===== config.mk =====
export PLATFORM = sky130hd
export DESIGN_NAME = syn_frame_streamer
export DESIGN_NICKNAME = d
export VERILOG_FILES = /design/src/rtl/syn_frame_streamer_pkg.sv /design/src/rtl/syn_sample_counter.sv /design/src/rtl/syn_frame_streamer.sv
export SDC_FILE = /design/constraint.sdc
export NUM_CORES = 1
export LEC_CHECK = 0
export CORE_ASPECT_RATIO = 1.4
export CORE_MARGIN = 4
export CORE_UTILIZATION = 44
export CTS_CLUSTER_SIZE = 10
export DETAILED_ROUTE_END_ITERATION = 16
export GPL_TIMING_DRIVEN = 0
export PLACE_DENSITY = 0.8
export SYNTH_ARGS = -nofsm -noshare
export SYNTH_HDL_FRONTEND = slang
export SYNTH_SLANG_ARGS = --single-unit

===== constraint.sdc =====
create_clock -name CLK -period 3 [get_ports CLK]
set_input_delay 0.75 -clock CLK [delete_from_list [all_inputs] [get_ports CLK]]
set_output_delay 0.75 -clock CLK [all_outputs]
set_load 0.05 [all_outputs]

===== src/rtl/syn_frame_streamer_pkg.sv =====
// Shared definitions for the sync -> FFT receiver path: streamer FSM state
// encodings, default OFDM frame geometry and the I/Q sample width.
package syn_frame_streamer_pkg;

  typedef enum logic [1:0] {
    ST_IDLE    = 2'd0,
    ST_SKIP_CP = 2'd1,
    ST_PASS    = 2'd2
  } state_e;

  // Default frame geometry, shared with the FFT and frame-count resetter.
  localparam int DEF_FFT_LEN        = 64;
  localparam int DEF_CP_LEN         = 16;
  localparam int DEF_SYMS_PER_FRAME = 4;

  // Width of each of the I and Q sample components.
  localparam int SAMPLE_WIDTH = 16;

  // Terminal count for a segment of n samples; a zero-length segment maps to 0.
  function automatic int term_of(input int n);
    return (n > 0) ? n - 1 : 0;
  endfunction

endpackage


===== src/rtl/syn_sample_counter.sv =====
// Up-counter with synchronous clear, enable and a runtime terminal value.
// 'count' and 'at_term' reflect the value that applies in the current cycle,
// so a clear and a count in the same cycle behave as counting from zero.
module syn_sample_counter #(
  parameter int W = 7
) (
  input  logic         clk,
  input  logic         rst,
  input  logic         clr,
  input  logic         en,
  input  logic [W-1:0] term_val,
  output logic [W-1:0] count,
  output logic         at_term
);

  logic [W-1:0] cnt_q;
  logic [W-1:0] cnt_d;
  logic [W-1:0] base;

  // Effective value this cycle and the next value: wrap to 0 at terminal.
  always_comb begin
    base    = clr ? '0 : cnt_q;
    at_term = (base == term_val);
    cnt_d   = base;
    if (en) begin
      cnt_d = at_term ? '0 : base + 1'b1;
    end
  end

  // Counter register with synchronous reset.
  always_ff @(posedge clk) begin
    if (rst) begin
      cnt_q <= '0;
    end else begin
      cnt_q <= cnt_d;
    end
  end

  assign count = base;

endmodule


===== src/rtl/syn_frame_streamer.sv =====
// Frame streamer: after a sync pulse, drops each symbol's cyclic prefix and
// forwards FFT_LEN useful samples per symbol for SYMS_PER_FRAME symbols.
// Providing_Stream brackets the frame; frame_done pulses as it drops.
// Optional macro SYN_STREAM_TIMEOUT_EN adds a stall watchdog and the
// frame_abort output.
//
// Handshake: a sample is taken whenever input_strobe=1 (no backpressure);
// each forwarded sample appears one cycle later with out_strobe=1, and the
// out_* data/index outputs hold their value while out_strobe=0.
module syn_frame_streamer
  import syn_frame_streamer_pkg::*;
#(
  parameter int DATA_WIDTH     = SAMPLE_WIDTH,
  parameter int FFT_LEN        = DEF_FFT_LEN,
  parameter int CP_LEN         = DEF_CP_LEN,
  parameter int SYMS_PER_FRAME = DEF_SYMS_PER_FRAME,
  parameter int CNT_WIDTH      = 7,
  parameter int SYM_WIDTH      = 3,
  parameter int TIMEOUT_CYC    = 256
) (
  input  logic                  CLK,
  input  logic                  s_RST,
  input  logic                  sync_detect,
  input  logic                  input_strobe,
  input  logic [DATA_WIDTH-1:0] in_re,
  input  logic [DATA_WIDTH-1:0] in_im,
  output logic                  out_strobe,
  output logic [DATA_WIDTH-1:0] out_re,
  output logic [DATA_WIDTH-1:0] out_im,
  output logic [CNT_WIDTH-1:0]  out_sample_idx,
  output logic [SYM_WIDTH-1:0]  out_sym_idx,
  output logic                  out_last,
  output logic                  Providing_Stream,
  output logic                  frame_done
`ifdef SYN_STREAM_TIMEOUT_EN
  ,
  output logic                  frame_abort
`endif
);

  localparam logic [CNT_WIDTH-1:0] FFT_TERM = CNT_WIDTH'(FFT_LEN - 1);
  localparam logic [CNT_WIDTH-1:0] CP_TERM  = CNT_WIDTH'(term_of(CP_LEN));
  localparam logic [SYM_WIDTH-1:0] SYM_TERM = SYM_WIDTH'(SYMS_PER_FRAME - 1);
  // State entered at the start of every symbol.
  localparam state_e FIRST_ST = (CP_LEN == 0) ? ST_PASS : ST_SKIP_CP;

  state_e                  state_q, state_d;
  logic                    out_strobe_q, out_strobe_d;
  logic [DATA_WIDTH-1:0]   out_re_q, out_re_d;
  logic [DATA_WIDTH-1:0]   out_im_q, out_im_d;
  logic [CNT_WIDTH-1:0]    idx_q, idx_d;
  logic [SYM_WIDTH-1:0]    sym_q, sym_d;
  logic                    last_q, last_d;
  logic                    ps_q, ps_d;
  logic                    done_q, done_d;
  logic                    pend_q, pend_d;  // last sample forwarded, close frame next
`ifdef SYN_STREAM_TIMEOUT_EN
  localparam int STALL_W = $clog2(TIMEOUT_CYC + 1);
  logic [STALL_W-1:0]      stall_q, stall_d;
  logic                    abort_q, abort_d;
`endif

  // Front-end control: a sync in IDLE makes this cycle's sample the first one.
  logic                    sync_acc;
  state_e                  eff_state;
  logic                    acc;
  logic [CNT_WIDTH-1:0]    smp_term;
  logic [CNT_WIDTH-1:0]    smp_cnt;
  logic                    smp_at_term;
  logic [SYM_WIDTH-1:0]    sym_cnt;
  logic                    sym_at_term;
  logic                    sym_en;

  assign sync_acc  = (state_q == ST_IDLE) && sync_detect;
  assign eff_state = sync_acc ? FIRST_ST : state_q;
  assign acc       = input_strobe && (eff_state != ST_IDLE);
  assign smp_term  = (eff_state == ST_PASS) ? FFT_TERM : CP_TERM;
  assign sym_en    = acc && (eff_state == ST_PASS) && smp_at_term && !sym_at_term;

  syn_sample_counter #(.W(CNT_WIDTH)) u_smp_cnt (
    .clk      (CLK),
    .rst      (s_RST),
    .clr      (sync_acc),
    .en       (acc),
    .term_val (smp_term),
    .count    (smp_cnt),
    .at_term  (smp_at_term)
  );

  syn_sample_counter #(.W(SYM_WIDTH)) u_sym_cnt (
    .clk      (CLK),
    .rst      (s_RST),
    .clr      (sync_acc),
    .en       (sym_en),
    .term_val (SYM_TERM),
    .count    (sym_cnt),
    .at_term  (sym_at_term)
  );

  // Next-state and registered-output logic for the streamer FSM.
  always_comb begin
    state_d      = state_q;
    out_strobe_d = 1'b0;
    out_re_d     = out_re_q;
    out_im_d     = out_im_q;
    idx_d        = idx_q;
    sym_d        = sym_q;
    last_d       = 1'b0;
    ps_d         = pend_q ? 1'b0 : ps_q;
    done_d       = pend_q;
    pend_d       = 1'b0;

    if (sync_acc) begin
      state_d = FIRST_ST;
      ps_d    = 1'b1;
    end

    if (acc) begin
      case (eff_state)
        ST_SKIP_CP: begin
          if (smp_at_term) begin
            state_d = ST_PASS;
          end
        end
        ST_PASS: begin
          out_strobe_d = 1'b1;
          out_re_d     = in_re;
          out_im_d     = in_im;
          idx_d        = smp_cnt;
          sym_d        = sym_cnt;
          if (smp_at_term) begin
            last_d = 1'b1;
            if (sym_at_term) begin
              state_d = ST_IDLE;
              pend_d  = 1'b1;
            end else begin
              state_d = FIRST_ST;
            end
          end
        end
        default: ;
      endcase
    end

`ifdef SYN_STREAM_TIMEOUT_EN
    stall_d = '0;
    abort_d = 1'b0;
    if ((eff_state != ST_IDLE) && !input_strobe) begin
      stall_d = stall_q + 1'b1;
      if (stall_d == STALL_W'(TIMEOUT_CYC)) begin
        state_d = ST_IDLE;
        ps_d    = 1'b0;
        abort_d = 1'b1;
        stall_d = '0;
      end
    end
`endif
  end

  // FSM state and output registers; reset aborts any frame silently.
  always_ff @(posedge CLK) begin
    if (s_RST) begin
      state_q      <= ST_IDLE;
      out_strobe_q <= 1'b0;
      out_re_q     <= '0;
      out_im_q     <= '0;
      idx_q        <= '0;
      sym_q        <= '0;
      last_q       <= 1'b0;
      ps_q         <= 1'b0;
      done_q       <= 1'b0;
      pend_q       <= 1'b0;
`ifdef SYN_STREAM_TIMEOUT_EN
      stall_q      <= '0;
      abort_q      <= 1'b0;
`endif
    end else begin
      state_q      <= state_d;
      out_strobe_q <= out_strobe_d;
      out_re_q     <= out_re_d;
      out_im_q     <= out_im_d;
      idx_q        <= idx_d;
      sym_q        <= sym_d;
      last_q       <= last_d;
      ps_q         <= ps_d;
      done_q       <= done_d;
      pend_q       <= pend_d;
`ifdef SYN_STREAM_TIMEOUT_EN
      stall_q      <= stall_d;
      abort_q      <= abort_d;
`endif
    end
  end

  assign out_strobe       = out_strobe_q;
  assign out_re           = out_re_q;
  assign out_im           = out_im_q;
  assign out_sample_idx   = idx_q;
  assign out_sym_idx      = sym_q;
  assign out_last         = last_q;
  assign Providing_Stream = ps_q;
  assign frame_done       = done_q;
`ifdef SYN_STREAM_TIMEOUT_EN
  assign frame_abort      = abort_q;
`endif

endmodule


Word-level counts from Yosys, hierarchy flattened
Index checks and enable logic that the tools add are counted.

Bits in registers: 59. Input port bits: 36. Output and inout bits: 46. Word-level logic and storage cells: 52.

$add $sub $neg: 2. Equal/unequal tests: 4. Mux-type cells: 18. Bitwise logic cells: 3. Reductions and logical operators: 13.

Operators by type and width (number): 7-bit two-way mux (3); 3-bit two-way mux (3); 2-bit two-way mux (4); 7-bit by 1-bit adder with 7-bit output (second input constant) (1); 7-bit by 6-bit == test with 1-bit output (1); 1-bit two-way mux (6); 6-bit two-way mux (1); 1-bit logical AND (5); 2-bit case mux with 2 select lines (1); 2-bit nonzero test (2); 4-bit OR reduction (1); 3-bit by 1-bit adder with 3-bit output (second input constant) (1); 3-bit by 2-bit == test with 1-bit output (second input constant) (1); 1-bit inverter (3); 3-bit OR reduction (1); 2-bit by 1-bit == test with 1-bit output (second input constant) (1); 2-bit == test (second input constant) (1); 2-bit logical NOT (1); 2-bit AND reduction (1); 2-bit OR reduction (1); 1-bit logical NOT (1).

Depth between registers and ports, before layout
Gate-level depths: netlist of run 1.

Depth in word-level cells: 9. Mapped depth: 11. Depth with buffers taken out: 8.

Modules after synthesis
A second synthesis of run 1 with hierarchy kept.

Cell total of the unflattened synthesis: 316. Area total of the unflattened synthesis: 2695.1 um^2.

By module, submodules not included: syn_frame_streamer (instances 1, cells an instance 215, area an instance 1760.4 um^2, seq. area each 980.9 um^2); syn_sample_counter (u_smp_cnt) (instances 1, cells an instance 71, area an instance 695.7 um^2, seq. area each 140.1 um^2); syn_sample_counter (u_sym_cnt) (instances 1, cells an instance 30, area an instance 239.0 um^2, seq. area each 60.1 um^2).

Worst setup path after synthesis of run 1
OpenSTA, ideal clock, no wires.

Path kind: in2reg. Start point: input port sync_detect. End point: register u_sym_cnt.cnt_q[1]. Setup time: 0.116 ns. Data arrival time: 2.370 ns. Required time: 2.884 ns. Slack: 0.514 ns. Cell stages on the path: 9. Buffers on the path: 2. Cells stage by stage: or3b_4 -> buf_6 -> and2_1 -> ha_1 -> nand3_1 -> nor3_2 -> and3_1 -> buf_6 -> a41o_1.

Elaborated cells on any way between the ends: 17. Classes of those cells: 1 x add/sub; 3 x eq/ne; 6 x mux; 7 x reduce/logical.

RTL lines: from (decl) (line syn_frame_streamer.sv:23) `input logic sync_detect,`; 1-bit logical AND (line syn_frame_streamer.sv:74) `assign sync_acc = (state_q == ST_IDLE) && sync_detect;`; 7-bit two-way mux (line syn_sample_counter.sv:22) `base = clr ? '0 : cnt_q;`; via smp_cnt[1] (line syn_frame_streamer.sv:68) `logic [CNT_WIDTH-1:0] smp_cnt;`; 7-bit by 6-bit == test with 1-bit output (line syn_sample_counter.sv:23) `at_term = (base == term_val);`; 1-bit logical AND (2 in series) (line syn_frame_streamer.sv:78) `assign sym_en = acc && (eff_state == ST_PASS) && smp_at_term && !sym_at_term;`; 3-bit two-way mux (line syn_sample_counter.sv:25) `if (en) begin`; to (signal assigned) (line syn_sample_counter.sv:35) `cnt_q <= cnt_d;`; to (decl) (line syn_sample_counter.sv:16) `logic [W-1:0] cnt_q;`.

The timed path passes the listed nets, and every way through them passes these cells. A chain may end at the register's enable or synchronous reset.

Worst setup path after layout of run 1
Same ends and word-level chain as after synthesis.

==> metrics.txt, run 1 <==
# TYPE chip_impl_metric gauge
chip_impl_metric{name="setup-tns-final",unit="ns"} 0
chip_impl_metric{name="worst_skew_pair.late_latency",unit="ns"} 0.34
chip_impl_metric{name="total_leakage_power",unit="µW"} 0.00120
chip_impl_metric{name="max-clock-path-buffers",unit=""} 2
chip_impl_metric{name="maximum_number_of_pins_on_one_net_before_global_route_repair",unit=""} 11
chip_impl_metric{name="cp_num_buf_inv",unit=""} 3
chip_impl_metric{name="max-cap-violations",unit=""} 0
chip_impl_info{name="type_of_the_worst_min_delay_path",value="flop to flop"} 1
chip_impl_metric{name="timing.clock.skew",unit="ns"} 0.00674
chip_impl_info{name="final_common_cell",value="sky130_fd_sc_hd__nand2_1"} 1
chip_impl_metric{name="setup_viol",unit=""} 0
chip_impl_info{name="standard_cell_with_the_maximum_stage_delay_on_the_critical_path",value="sky130_fd_sc_hd__clkdlybuf4s50_1"} 1
chip_impl_metric{name="timing.critical_path.slowest_cell_delay",unit="ns"} 0.55
chip_impl_info{name="clock_tree_from_tritoncts",value="built"} 1
chip_impl_metric{name="number_of_buffers_created_by_cts",unit=""} 9
chip_impl_info{name="worstSetupPathType",value="input port to flop"} 1
chip_impl_metric{name="initial_core_util",unit=""} 0.454
chip_impl_metric{name="ys_seq_elements",unit=""} 59
chip_impl_metric{name="area_growth",unit="%"} 46.0
chip_impl_info{name="clock-root-buffer",value="sky130_fd_sc_hd__clkbuf_8"} 1
chip_impl_metric{name="seqPwrFrac",unit=""} 0.487
chip_impl_metric{name="p_per_area",unit="mW/mm²"} 474
chip_impl_metric{name="power.ir.vdd_worst",unit="mV"} 0.330
chip_impl_info{name="outcome",value="completed"} 1
chip_impl_metric{name="gr-usage-all-layers",unit=""} 0.195
chip_impl_metric{name="required",unit="ns"} 3.23
chip_impl_metric{name="maxClockFrequency",unit="GHz"} 0.348
chip_impl_metric{name="combinational_fraction_of_design_power",unit=""} 0.070
chip_impl_metric{name="floorplan.die_area",unit="mm²"} 0.00657
chip_impl_metric{name="synth.net_count",unit=""} 314
chip_impl_metric{name="ys_seq_area_frac",unit=""} 0.504
chip_impl_metric{name="postRouteWirelength",unit="µm"} 6170
chip_impl_metric{name="die_width",unit="µm"} 69.7
chip_impl_metric{name="place_congestion",unit=""} 0.786
chip_impl_metric{name="synth_async_sr_flop_share",unit=""} 0
chip_impl_metric{name="detail_route.vias_per_cell",unit=""} 4.97
chip_impl_metric{name="sw_frac_of_total",unit=""} 0.227
chip_impl_info{name="crit-reg2reg-capture",value="u_sym_cnt.cnt_q[1]"} 1
chip_impl_info{name="hold_wc_startpoint",value="out_re[8]"} 1
chip_impl_metric{name="floorplan.core_area",unit="mm²"} 0.00516
chip_impl_metric{name="grt_antenna_before_repair",unit=""} 0
chip_impl_info{name="cp_cell_sequence",value="clkdlybuf4s50_1 -> or3b_4 -> buf_6 -> and2_1 -> ha_1 -> nand3_1 -> nor3_2 -> and3_1 -> buf_6 -> a41o_1"} 1
chip_impl_metric{name="timing.final.crit_period",unit="ns"} 2.88
chip_impl_metric{name="ant_nets",unit=""} 0
chip_impl_metric{name="clock_tree.htree_level_count",unit=""} 3
chip_impl_metric{name="finalNonFillerCells",unit=""} 438
chip_impl_metric{name="dieHeight",unit="µm"} 94.3
chip_impl_info{name="path_delay_family",value="simple AND/OR/NAND/NOR gates"} 1
chip_impl_metric{name="top_level_ports",unit=""} 82
chip_impl_metric{name="via_count",unit=""} 2178
chip_impl_info{name="whs_endpoint",value="out_re[8]"} 1
chip_impl_metric{name="final_layout_size_suffix_gt1_frac",unit=""} 0.102
chip_impl_metric{name="max-slew-margin-rel",unit=""} 0.639
chip_impl_metric{name="cts-hold-fix-buffers",unit=""} 0
chip_impl_metric{name="post-cts-setup-buffer-count",unit=""} 0
chip_impl_metric{name="worst_hold_path.num_cells",unit=""} 2
chip_impl_metric{name="final_layout_net_count",unit=""} 405
chip_impl_metric{name="netlist_area",unit="mm²"} 0.00234
chip_impl_metric{name="switching_power",unit="µW"} 368
chip_impl_info{name="regToRegStartpoint",value="state_q[0]"} 1
chip_impl_metric{name="layout.cell_area.non_filler",unit="mm²"} 0.00342
chip_impl_metric{name="final-max-slew-violation-count",unit=""} 0
chip_impl_metric{name="netlist-cell-type-count",unit=""} 36
chip_impl_info{name="critical_path.endpoint_type",value="flop"} 1
chip_impl_metric{name="ys.warnings.count",unit=""} 0
chip_impl_metric{name="tightestPinTransition",unit="ns"} 0.540
chip_impl_info{name="path_common_cell",value="sky130_fd_sc_hd__buf_6"} 1
chip_impl_metric{name="cell_internal_pwr",unit="µW"} 1250
chip_impl_metric{name="post-place-cells",unit=""} 422
chip_impl_metric{name="first_global_vias",unit=""} 2141
chip_impl_metric{name="finalHoldViolations",unit=""} 0
chip_impl_metric{name="global_route_wire_length_before_repair",unit="µm"} 10000
chip_impl_metric{name="initialDrtViolationCount",unit=""} 111
chip_impl_metric{name="io_buffers",unit=""} 80
chip_impl_metric{name="timing.final.crit_share",unit=""} 0.959
chip_impl_metric{name="grt_overflow",unit=""} 0
chip_impl_metric{name="remaining_drc_errors",unit=""} 0
chip_impl_info{name="timing.critical_path.from_type",value="input port"} 1
chip_impl_info{name="synth_ff_type",value="sky130_fd_sc_hd__dfxtp_1"} 1
chip_impl_metric{name="crit_fanout",unit=""} 10
chip_impl_metric{name="syn_area_per_cell",unit="µm²"} 8.49
chip_impl_metric{name="tritoncts_sinks",unit=""} 59
chip_impl_metric{name="clkSlewWorstSetupHoldPaths",unit="ns"} 0.07
chip_impl_metric{name="antenna_cells",unit=""} 0
chip_impl_info{name="most-common-layout-cells",value="sky130_fd_sc_hd__nand2_1, sky130_fd_sc_hd__clkdlybuf4s50_1, sky130_fd_sc_hd__dfxtp_1"} 1
chip_impl_metric{name="synth-edff-count",unit=""} 0
chip_impl_metric{name="number_of_cell_rows",unit=""} 31
chip_impl_metric{name="placement.cell_area",unit="mm²"} 0.00323
chip_impl_metric{name="cts_resized",unit=""} 0
chip_impl_metric{name="drt-wirelength-per-cell",unit="µm"} 14.1
chip_impl_info{name="rsz0062_at_grt",value="false"} 1
chip_impl_metric{name="cp.arrival",unit="ns"} 3.10
chip_impl_metric{name="detailedPlacementHpwl",unit="µm"} 4530
chip_impl_metric{name="clock_power_share",unit=""} 0.442
chip_impl_metric{name="r2r.worst_path.cells",unit=""} 10
chip_impl_metric{name="dr.pass1.iters",unit=""} 4
chip_impl_metric{name="timing.reg2reg.setup_slack",unit="ns"} 0.65
chip_impl_metric{name="synthCells",unit=""} 276
cell usage after synthesis (2+ instances only):
cell                       number  area [µm²]
sky130_fd_sc_hd__nand2_1       91         342
sky130_fd_sc_hd__clkbuf_1      10        37.5
sky130_fd_sc_hd__xnor2_1        5        43.8
sky130_fd_sc_hd__dfxtp_1       59        1180
sky130_fd_sc_hd__and2_1         5        31.3
sky130_fd_sc_hd__nand2_2        2        12.5
sky130_fd_sc_hd__inv_1          3        11.3
sky130_fd_sc_hd__buf_2          4        20.0
sky130_fd_sc_hd__nand3_1        7        35.0
sky130_fd_sc_hd__and3_1         2        12.5
sky130_fd_sc_hd__nor3_2         2        20.0
sky130_fd_sc_hd__nor3_1         2        10.0
sky130_fd_sc_hd__ha_1           2        25.0
sky130_fd_sc_hd__nor2_1        11        41.3
sky130_fd_sc_hd__buf_6          4        45.0
sky130_fd_sc_hd__nor2b_1        2        12.5
sky130_fd_sc_hd__a21oi_1       45         225
sky130_fd_sc_hd__a31oi_4        2        42.5
worst max-delay path by stage:
stage | start | end | slack (ns) | cells after the start
final | sync_detect | u_sym_cnt.cnt_q[1] | 0.12 | 10
after global routing | sync_detect | u_sym_cnt.cnt_q[1] | 0.06 | 10
after CTS | sync_detect | u_sym_cnt.cnt_q[1] | 0.13 | 10
after detailed placement | sync_detect | u_sym_cnt.cnt_q[1] | -0.22 | 10
after global placement | sync_detect | u_sym_cnt.cnt_q[1] | -0.18 | 10
after floorplan | sync_detect | u_sym_cnt.cnt_q[1] | 0.51 | 9
cell type report:
cell class	instances	area, µm²
plain buffers	18	103
clock inverters	5	52.6
well taps	66	82.6
inverters	3	11.3
fillers	430	1740
repair buffers	80	801
flip-flops and latches	59	1180
clock buffers	11	141
multi-input cells	196	1050
power by group through the flow:
stage | Sequential, µW | Clock (µW) | Combinational, µW
global placement | 807 | 0 | 111
finish | 790 | 716 | 114
global route | 790 | 758 | 121
floorplan | 811 | 0 | 47.4
CTS | 790 | 725 | 114
detailed placement | 807 | 0 | 113
logic make-up (layout without fill, tap and decap cells):
group / Yosys count / after routing / synth area share
compound gates: 58 / 58 / 0.159
fa+ha+maj: 2 / 2 / 0.0107
buf+inv: 21 / 117 / 0.0486
xor+xnor: 6 / 6 / 0.0224
simple gates: 130 / 130 / 0.255
flops: 59 / 59 / 0.504
through the flow:
step	util	worst slack, ns	total power [µW]	hold slack (ns)
2_1_floorplan	-	0.514	859	0.429
3_3_place_gp	0.625	-0.180	918	0.437
3_5_place_dp	0.625	-0.215	920	0.446
4_1_cts	0.663	0.128	1630	0.455
5_1_grt	0.663	0.0588	1670	0.473
6_report	0.663	0.123	1620	0.454
registers in the layout, summed over array words and instances, names as in the netlist:
register and count:
Providing_Stream 1, done_d 1, frame_done 1, out_im 16, out_last 1, out_re 16, out_sample_idx 7, out_strobe 1
out_sym_idx 3, state_q 2, u_smp_cnt.cnt_q 7, u_sym_cnt.cnt_q 3
tightest hold or removal path, delay by kind of cell, from the launching register on:
family,cells,cell delay (ns)
and+or+nand+nor,1,0.05
AOI/OAI and AO/OA,1,0.05
DFF,1,0.31
routing by layer:
metal,track usage,vias up,share of wire
met3,0.0564,14,0.041
met1,0.198,1004,0.40
met4,0.0879,0,0.028
met5,0,-,0
met2,0.367,65,0.53
li1,-,1095,-
Power figures use the tool's default switching activity.
==> inputs of run 2 (changes only) <==
- REMOVE_ABC_BUFFERS: not set -> 1
==> run 2 against run 1 <==
Effect of this change:
- sequential cell count unchanged
- sequential share of layout area up 0.71 points
- power down 0.59%
- design area down 2.0%
- clock skew down 0.0018 ns
- global-route usage down 2.4 points
- die area unchanged
- combinational power down 11%
- highest routed layer unchanged
- critical path depth down 2
==> metrics.txt, run 2 (synthesis gave the netlist of run 1 again) <==
# TYPE chip_impl_metric gauge
chip_impl_info{name="outcome",value="completed"} 1
chip_impl_metric{name="initialDrtViolationCount",unit=""} 108
chip_impl_metric{name="final_layout_size_suffix_gt1_frac",unit=""} 0.0901
chip_impl_metric{name="max-slew-margin-rel",unit=""} 0.367
chip_impl_metric{name="number_of_cell_rows",unit=""} 31
chip_impl_info{name="critical_path.endpoint_type",value="flop"} 1
chip_impl_info{name="clock_tree_from_tritoncts",value="built"} 1
chip_impl_metric{name="timing.final.crit_share",unit=""} 0.940
chip_impl_metric{name="grt_overflow",unit=""} 0
chip_impl_metric{name="nFillCells",unit=""} 427
chip_impl_metric{name="detailedPlacementHpwl",unit="µm"} 3740
chip_impl_metric{name="final-max-slew-violation-count",unit=""} 0
chip_impl_metric{name="tightestPinTransition",unit="ns"} 0.947
chip_impl_metric{name="gr-usage-all-layers",unit=""} 0.171
chip_impl_metric{name="detail_route.vias_per_cell",unit=""} 4.97
chip_impl_metric{name="io_buffers",unit=""} 81
chip_impl_metric{name="via_count",unit=""} 2091
chip_impl_metric{name="timing.final.crit_period",unit="ns"} 2.82
chip_impl_metric{name="place_congestion",unit=""} 0.785
chip_impl_info{name="most-common-layout-cells",value="sky130_fd_sc_hd__nand2_1, sky130_fd_sc_hd__clkdlybuf4s50_1, sky130_fd_sc_hd__dfxtp_1"} 1
chip_impl_metric{name="tritoncts_sinks",unit=""} 59
chip_impl_info{name="timing.critical_path.from_type",value="input port"} 1
chip_impl_metric{name="timing.reg2reg.setup_slack",unit="ns"} 0.52
chip_impl_info{name="regToRegStartpoint",value="state_q[1]"} 1
chip_impl_metric{name="dieHeight",unit="µm"} 94.3
chip_impl_metric{name="maximum_number_of_pins_on_one_net_before_global_route_repair",unit=""} 46
chip_impl_metric{name="seqPwrFrac",unit=""} 0.494
chip_impl_metric{name="worst_hold_path.num_cells",unit=""} 1
chip_impl_metric{name="ant_nets",unit=""} 0
chip_impl_metric{name="global_route_wire_length_before_repair",unit="µm"} 8960
chip_impl_metric{name="postRouteWirelength",unit="µm"} 5480
chip_impl_metric{name="switching_power",unit="µW"} 340
chip_impl_metric{name="setup-tns-final",unit="ns"} 0
chip_impl_metric{name="finalHoldViolations",unit=""} 0
chip_impl_metric{name="power.ir.vdd_worst",unit="mV"} 0.338
chip_impl_metric{name="final_util",unit=""} 0.650
chip_impl_metric{name="combinational_fraction_of_design_power",unit=""} 0.063
chip_impl_metric{name="required",unit="ns"} 3.22
chip_impl_info{name="crit-reg2reg-capture",value="state_q[0]"} 1
chip_impl_metric{name="max-clock-path-buffers",unit=""} 2
chip_impl_metric{name="cts-hold-fix-buffers",unit=""} 0
chip_impl_metric{name="die_width",unit="µm"} 69.7
chip_impl_metric{name="grt_antenna_before_repair",unit=""} 0
chip_impl_metric{name="layout.cell_area.non_filler",unit="mm²"} 0.00335
chip_impl_info{name="rsz0062_at_grt",value="false"} 1
chip_impl_metric{name="p_per_area",unit="mW/mm²"} 481
chip_impl_info{name="crit_start",value="sync_detect"} 1
chip_impl_metric{name="crit_fanout",unit=""} 14
chip_impl_metric{name="first_global_vias",unit=""} 1931
chip_impl_metric{name="worst_skew_pair.late_latency",unit="ns"} 0.33
chip_impl_metric{name="antenna_cells",unit=""} 0
chip_impl_metric{name="worst_hold_slack",unit="ns"} 0.447
chip_impl_metric{name="sw_frac_of_total",unit=""} 0.211
chip_impl_metric{name="cell_internal_pwr",unit="µW"} 1270
chip_impl_metric{name="setup_viol",unit=""} 0
chip_impl_metric{name="final-seq-area",unit="mm²"} 0.00118
chip_impl_info{name="timing.critical_path.to",value="state_q[0]"} 1
chip_impl_metric{name="dr.pass1.iters",unit=""} 4
chip_impl_metric{name="remaining_drc_errors",unit=""} 0
chip_impl_metric{name="timing.clock.skew",unit="ns"} 0.00494
chip_impl_metric{name="clock_tree.htree_level_count",unit=""} 3
chip_impl_info{name="type_of_the_worst_min_delay_path",value="flop to flop"} 1
chip_impl_info{name="final_common_cell",value="sky130_fd_sc_hd__nand2_1"} 1
chip_impl_metric{name="area_growth",unit="%"} 43.1
chip_impl_metric{name="top_level_ports",unit=""} 82
chip_impl_metric{name="clkSlewWorstSetupHoldPaths",unit="ns"} 0.06
chip_impl_info{name="clock-root-buffer",value="sky130_fd_sc_hd__clkbuf_8"} 1
chip_impl_metric{name="clock_power_share",unit=""} 0.443
chip_impl_info{name="worstSetupPathType",value="input port to flop"} 1
chip_impl_metric{name="maxClockFrequency",unit="GHz"} 0.355
chip_impl_metric{name="number_of_buffers_created_by_cts",unit=""} 9
chip_impl_metric{name="drt-wirelength-per-cell",unit="µm"} 13.0
chip_impl_metric{name="placement.cell_area",unit="mm²"} 0.00316
chip_impl_metric{name="r2r.worst_path.cells",unit=""} 7
chip_impl_metric{name="max-cap-violations",unit=""} 0
chip_impl_metric{name="initial_core_util",unit=""} 0.454
chip_impl_metric{name="floorplan.core_area",unit="mm²"} 0.00516
chip_impl_metric{name="cp.arrival",unit="ns"} 3.04
chip_impl_metric{name="final_layout_net_count",unit=""} 389
chip_impl_metric{name="floorplan.die_area",unit="mm²"} 0.00657
chip_impl_metric{name="multi_input_area",unit="mm²"} 0.00106
chip_impl_metric{name="total_leakage_power",unit="µW"} 0.00115
==> run 2: cell types whose count changed in the layout (fill, tap and decap cells not counted), sizes merged <==
| cell | previous run | this run |
|---|---|---|
| clkbuf | 21 | 13 |
| clkinvlp | 1 | 0 |
| clkinv | 3 | 1 |
| buf | 8 | 2 |
==> run 2: final cells by class <==
cell class | instances | area share
timing repair buffer | 82 | 0.246
multi-input combinational | 196 | 0.315
clock buffer | 13 | 0.0474
tap | 66 | 0.0246
inverter | 3 | 0.00336
sequential | 59 | 0.353
clock inverter | 2 | 0.0105
==> run 2: worst min-delay path by stage <==
stage,start,end
after global placement,done_d,frame_done
after detailed placement,done_d,frame_done
after global routing,out_re[9],out_re[9]
after CTS,out_sample_idx[5],out_sample_idx[5]
after floorplan,done_d,frame_done
final,done_d,frame_done
==> run 2: what timing repair did <==
item | in CTS | in global routing
gates resized for setup | 0 | 1
setup buffers | 0 | 0
endpoints found under the setup margin | 0 | 2
==> run 2: metal layers <==
layer  share of wire  GRT usage  vias to the layer above
li1                -          -                     1055
met1            0.43      0.194                      969
met2            0.50      0.299                       60
met3           0.051     0.0490                        7
met4           0.014     0.0735                        0
met5               0          0                        -
==> run 2: stage by stage <==
stage / power [µW] / setup slack, ns / cells
2_1_floorplan: 843 / 0.527 / 258
3_3_place_gp: 909 / -1.06 / 405
3_5_place_dp: 914 / -0.161 / 406
4_1_cts: 1620 / 0.196 / 421
5_1_grt: 1660 / 0.0404 / 421
6_report: 1610 / 0.181 / 421
==> run 2: power groups by stage <==
stage	clock, µW	combinational, µW	sequential, µW
6_report	713	102	795
5_1_grt	756	110	796
4_1_cts	721	103	795
3_5_place_dp	0	102	812
3_3_place_gp	0	97.9	811
2_1_floorplan	0	28.1	815
==> run 2: worst max-delay path, cell delays in order <==
cell and delay [ns]:
sky130_fd_sc_hd__clkdlybuf4s50_1 0.48, sky130_fd_sc_hd__or3b_4 0.38, sky130_fd_sc_hd__and2_1 0.22, sky130_fd_sc_hd__ha_1 0.19
sky130_fd_sc_hd__nand3_1 0.16, sky130_fd_sc_hd__nor3_2 0.42, sky130_fd_sc_hd__a31oi_4 0.17, sky130_fd_sc_hd__a22o_1 0.26
